==> src/rtl/nano_mem_arbiter.sv <==
// nano_mem_arbiter
//   Two-master arbiter in front of a single-port synchronous memory.
//   At most one access is issued per cycle. Grants are combinational from the
//   ownership state and the requests. An unlocked conflict is resolved
//   round-robin. A master that wins with its lock bit set keeps ownership, but
//   only for MAX_HOLD consecutive grants while the other master is waiting.
//   Read data comes back one cycle after the grant and is routed to the master
//   that issued the read.
//
// Ports
//   ck, rst                     clock (rising edge), asynchronous active-high reset
//   mN_req/we/lock/addr/wdata   master N request, direction, lock, address, write data
//   mN_gnt                      master N access issued this cycle
//   mN_rvalid/rdata             master N read return (valid one cycle after the grant)
//   mem_ce/we/addr/wdata        memory command, zero when no access is issued
//   mem_rdata                   memory read data, one cycle after the read
module nano_mem_arbiter #(
  parameter int MAX_HOLD = 4,
  parameter int CNT_W    = 3
) (
  input  logic        ck,
  input  logic        rst,
  input  logic        m0_req,
  input  logic        m0_we,
  input  logic        m0_lock,
  input  logic [7:0]  m0_addr,
  input  logic [15:0] m0_wdata,
  output logic        m0_gnt,
  output logic        m0_rvalid,
  output logic [15:0] m0_rdata,
  input  logic        m1_req,
  input  logic        m1_we,
  input  logic        m1_lock,
  input  logic [7:0]  m1_addr,
  input  logic [15:0] m1_wdata,
  output logic        m1_gnt,
  output logic        m1_rvalid,
  output logic [15:0] m1_rdata,
  output logic        mem_ce,
  output logic        mem_we,
  output logic [7:0]  mem_addr,
  output logic [15:0] mem_wdata,
  input  logic [15:0] mem_rdata
);

  typedef enum logic [1:0] {
    IDLE = 2'd0,
    OWN0 = 2'd1,
    OWN1 = 2'd2
  } state_t;

  state_t            state_reg, state_next;
  logic              last_reg, last_next;   // master granted most recently
  logic [CNT_W-1:0]  cnt_reg, cnt_next;     // grants taken by the owner while the other waits

  // Per-master views of the request ports so both masters share one code path.
  logic [1:0]  req;
  logic [1:0]  we;
  logic [1:0]  lock;
  logic [1:0]  gnt;
  logic [1:0]  rvalid;
  logic [15:0] rdata [2];

  assign req  = {m1_req,  m0_req};
  assign we   = {m1_we,   m0_we};
  assign lock = {m1_lock, m0_lock};

  // Owner index and "the other master" while in an ownership state.
  logic own_idx;
  logic oth_idx;
  assign own_idx = (state_reg == OWN1);
  assign oth_idx = ~own_idx;

  // ---------------------------------------------------------------------------
  // Grant decision. Forced low during reset so nothing reaches the memory.
  // ---------------------------------------------------------------------------
  always_comb begin
    gnt = 2'b00;
    if (!rst) begin
      case (state_reg)
        IDLE: begin
          if (req == 2'b11)
            // last_reg=1 means master 1 went last, so master 0 wins now.
            gnt = last_reg ? 2'b01 : 2'b10;
          else
            gnt = req;
        end
        OWN0:    gnt = {1'b0, req[0]};
        OWN1:    gnt = {req[1], 1'b0};
        default: gnt = 2'b00;
      endcase
    end
  end

  assign m0_gnt = gnt[0];
  assign m1_gnt = gnt[1];

  // ---------------------------------------------------------------------------
  // Memory command mux: follows the granted master, all-zero otherwise.
  // ---------------------------------------------------------------------------
  always_comb begin
    mem_ce    = |gnt;
    mem_we    = 1'b0;
    mem_addr  = 8'h00;
    mem_wdata = 16'h0000;
    if (gnt[0]) begin
      mem_we    = m0_we;
      mem_addr  = m0_addr;
      mem_wdata = m0_wdata;
    end else if (gnt[1]) begin
      mem_we    = m1_we;
      mem_addr  = m1_addr;
      mem_wdata = m1_wdata;
    end
  end

  // ---------------------------------------------------------------------------
  // Ownership FSM next state, hold counter and round-robin pointer.
  // ---------------------------------------------------------------------------
  always_comb begin
    state_next = state_reg;
    last_next  = last_reg;
    cnt_next   = cnt_reg;

    // Only an actual grant moves the round-robin pointer; empty cycles keep it.
    if (gnt[0])
      last_next = 1'b0;
    else if (gnt[1])
      last_next = 1'b1;

    case (state_reg)
      IDLE: begin
        // Counter is kept at zero while idle, which also clears it on entry.
        cnt_next = '0;
        if (gnt[0] && lock[0])
          state_next = OWN0;
        else if (gnt[1] && lock[1])
          state_next = OWN1;
      end

      OWN0, OWN1: begin
        if (gnt[own_idx]) begin
          if (!lock[own_idx]) begin
            state_next = IDLE;
          end else if (req[oth_idx]) begin
            cnt_next = cnt_reg + 1'b1;
            // Hold budget spent: drop back to IDLE. The pointer already names
            // the owner, so the waiting master wins the next conflict.
            if (cnt_next == CNT_W'(MAX_HOLD))
              state_next = IDLE;
          end
        end else if (!req[own_idx] && !lock[own_idx]) begin
          state_next = IDLE;
        end
      end

      default: begin
        state_next = IDLE;
        cnt_next   = '0;
      end
    endcase
  end

  always_ff @(posedge ck or posedge rst) begin
    if (rst) begin
      state_reg <= IDLE;
      last_reg  <= 1'b1;
      cnt_reg   <= '0;
    end else begin
      state_reg <= state_next;
      last_reg  <= last_next;
      cnt_reg   <= cnt_next;
    end
  end

  // ---------------------------------------------------------------------------
  // Read return path, one per master. mem_rdata is passed straight through in
  // the cycle it is valid and captured so the output holds it afterwards.
  // ---------------------------------------------------------------------------
  genvar gi;
  generate
    for (gi = 0; gi < 2; gi++) begin : g_ret
      logic        valid_reg;
      logic [15:0] hold_reg;

      always_ff @(posedge ck or posedge rst) begin
        if (rst) begin
          valid_reg <= 1'b0;
          hold_reg  <= 16'h0000;
        end else begin
          valid_reg <= gnt[gi] & ~we[gi];
          if (valid_reg)
            hold_reg <= mem_rdata;
        end
      end

      assign rvalid[gi] = valid_reg;
      assign rdata[gi]  = valid_reg ? mem_rdata : hold_reg;
    end
  endgenerate

  assign m0_rvalid = rvalid[0];
  assign m0_rdata  = rdata[0];
  assign m1_rvalid = rvalid[1];
  assign m1_rdata  = rdata[1];

endmodule

==> config.mk <==
export PLATFORM = sky130hd
export DESIGN_NAME = nano_mem_arbiter
export DESIGN_NICKNAME = d
export VERILOG_FILES = /design/src/rtl/nano_mem_arbiter.sv
export SDC_FILE = /design/constraint.sdc
export NUM_CORES = 1
export LEC_CHECK = 0
export CAP_MARGIN = 30
export CORE_ASPECT_RATIO = 0.9
export CORE_MARGIN = 5
export CORE_UTILIZATION = 43
export CTS_CLUSTER_DIAMETER = 40
export DETAILED_ROUTE_END_ITERATION = 10
export DONT_BUFFER_PORTS = 1
export GPL_ROUTABILITY_DRIVEN = 0
export SYNTH_ARGS = -nofsm -noshare
export SYNTH_HDL_FRONTEND = slang
export SYNTH_SLANG_ARGS = --single-unit
==> constraint.sdc <==
create_clock -name ck -period 2.3 [get_ports ck]
set_input_delay 0.46 -clock ck [delete_from_list [all_inputs] [get_ports ck]]
set_output_delay 0.46 -clock ck [all_outputs]
set_load 0.05 [all_outputs]
==> flow_summary.toml <==
[cts]
clkTransAtPathRegs_ns = 0.08
htreeDepth = 2
tritoncts = "yes"
clk_latency_ns = 0.28
clockBufferDepth = 2
holdBufCountCts = 0
cts-root-buf = "clkbuf_8"
cts_num_sinks = 40
cts_made_buffers = 5

[outcome]
status = "finished with violations"
violations = "setup timing"

[setup_path]
start_kind = "flip-flop"
required_ns = 1.84
endpoint_kind = "primary output"
path_class = "reg -> out"
critPathMaxFanout = 7
worstPathArrival_ns = 2.03

[finish]
final_cell_mix = "dfrtp_1, mux2_2, a22o_4"
antenna_cells = 0
regArea_um2 = 1002
fillCellCount = 396
largest_reg_flops = 32
final_common_cell = "dfrtp_1"
nNetsFinal = 265
instances_no_fill = 253
multiInputGateArea_um2 = 1229
drive_above_1_share = 0.5904
syn2layout_area_growth_pct = 35.65

[die]
io_pins = 134
die_h_um = 75.78
dieArea_um2 = 6295
die_w_um = 83.08
initial_core_util = 0.4357
num_rows = 24
core-area_um2 = 4745

[route]
drt_wl_total_um = 5436
drt_iter0_markers = 28
viasPerCell = 5.565
drc = 0
vias = 1408
wl_per_cell_um = 21.49
ant_nets = 0
drt-pass1-iter-count = 4

[sta]
finClkSkew_ns = 0.003392
fmax_mhz = 401.8
rsz0062_at_grt = "yes"
worst_pin_slew_ns = 0.4869
final.period_utilization = 1.082
period_minus_slack_ns = 2.489
slew_headroom = 0.6754
hold_viol_final = 0
setup_violations = 27
hold_ws_ns = 0.1727
finalWorstSetupSlack_ns = -0.1886
slew_viol_final = 0

[power_and_ir_drop]
power_density_nw_per_um2 = 1672
peakVddDrop_v = 0.0008389
power_leakage_nw = 1.271

[logic_synthesis]
synth.ff_latch_count = 40
synth_nets = 239
syn_area_per_cell_um2 = 12.84
synth_xor_area_frac = 0.008475
async_reset_ff_frac = 1.000
seq_area_frac_synth = 0.4849
ys.flop_type = "dfrtp_1"
synth.area.mux_share = 0.1943
synth_edf_count = 0
yosys.cell_types.count = 40
synthAdderAreaFrac = 0.03632
yosys_warnings = 0
synth_top_family_by_area = "multiplexers"
synth_area_um2 = 2067
yosys.area_share.simple = 0.08475
synth_compound_area_frac = 0.1465
postSynthCellCount = 161

[global_route]
first_global_vias = 1440
grt_first_pass_wirelength_um = 7783
antenna_found_initial = 0
grt_overflow = 0
grt_max_degree = 41
grtUsageTotal = 0.1560

[placement]
hpwlAfterDp_um = 3815
post-place-cells = 229
port_buffers = 0

[job]
cap_violations = 0

[hold_path]
holdCritPathClass = "in -> async"
==> kinds of logic (layout without fill, tap and decap cells) <==
kind of cell    after synthesis  in the layout
compound gates               35             35
xor+xnor                      2              2
fa+ha+maj                     6              6
buf+inv                      16             40
flops                        40             40
mux                          36             36
simple gates                 26             29
==> worst paths after layout <==
kind	startpoint	endpoint	slack, ns	depth (start not counted)
max in group asynchronous	rst	last_reg$_DFFE_PP1P_	1.77	2
min in group ck	m0_we	m0_rvalid$_DFF_PP0_	0.23	1
worst max register to register	state_reg[0]$_DFFE_PP0P_	state_reg[1]$_DFFE_PP0P_	0.08	11
worst max-delay path	state_reg[0]$_DFFE_PP0P_	mem_wdata[14]	-0.19	7
worst min register to register	last_reg$_DFFE_PP1P_	last_reg$_DFFE_PP1P_	0.52	2
worst min-delay path	rst	state_reg[0]$_DFFE_PP0P_	0.17	2
==> cell type report <==
type                    instances  area share
repair buffers                 27      0.1236
clock buffers                   6     0.02945
clock inverters                 2     0.01383
multi-input cells             108      0.4382
well taps                      65     0.02900
flip-flops and latches         40      0.3574
inverters                       5    0.008478
==> layer usage <==
layer  share of wire  wire length (um)  track usage
met1            0.38              2057       0.1879
met3           0.052               282      0.04865
met2            0.56              3040       0.2758
met5               0                 0            0
met4           0.010                56      0.04356
==> power breakdown <==
part	internal (W)	total [W]	switching [W]
Combinational	0.000860	0.00299	0.00213
Sequential	0.00102	0.00111	0.0000934
Clock	0.000355	0.000587	0.000233
Total	0.00223	0.00469	0.00246
==> through the flow <==
stage                     setup slack, ns  TNS (ns)    util  instance area, um2  power [W]
after global placement           0.008288         0  0.4792                2273   0.003722
after global routing              -0.2591    -6.041  0.5910                2804   0.004879
after CTS                         -0.1688    -3.676  0.5833                2768   0.004678
after detailed placement          -0.1136    -2.627  0.4792                2273   0.003780
final                             -0.1886    -4.168  0.5910                2804   0.004688
after floorplan                   0.03914         0       -                2093   0.003465
==> critical path, cell delays in order, from the launching register on <==
cell,delay [ns]
dfrtp_1,0.41
buf_4,0.14
ha_2,0.18
a21o_1,0.16
and3_4,0.25
nor2_4,0.23
a22o_1,0.21
buf_12,0.15
==> cells in the mapped netlist (2+ instances only) <==
| library cell | count | area (um2) |
|---|---|---|
| dfrtp_1 | 39 | 975.9 |
| mux2_2 | 33 | 371.6 |
| a22o_1 | 25 | 219.0 |
| ha_1 | 6 | 75.07 |
| nor2_1 | 5 | 18.77 |
| buf_2 | 4 | 20.02 |
| inv_1 | 4 | 15.01 |
| buf_6 | 3 | 33.78 |
| clkbuf_1 | 3 | 11.26 |
| mux2i_1 | 3 | 30.03 |
| a21o_1 | 2 | 15.01 |
| nand3_1 | 2 | 10.01 |
| nor2b_1 | 2 | 12.51 |
| nor3_1 | 2 | 10.01 |
| nor3b_1 | 2 | 15.01 |
| o21ai_0 | 2 | 10.01 |
==> repair_timing <==
item,in CTS,in global routing
pin swaps,16,6
gates resized for setup,44,2
buffers inserted,9,3
endpoints found under the setup margin,26,27
gates cloned,4,0
(Power assumes the default switching activity.)
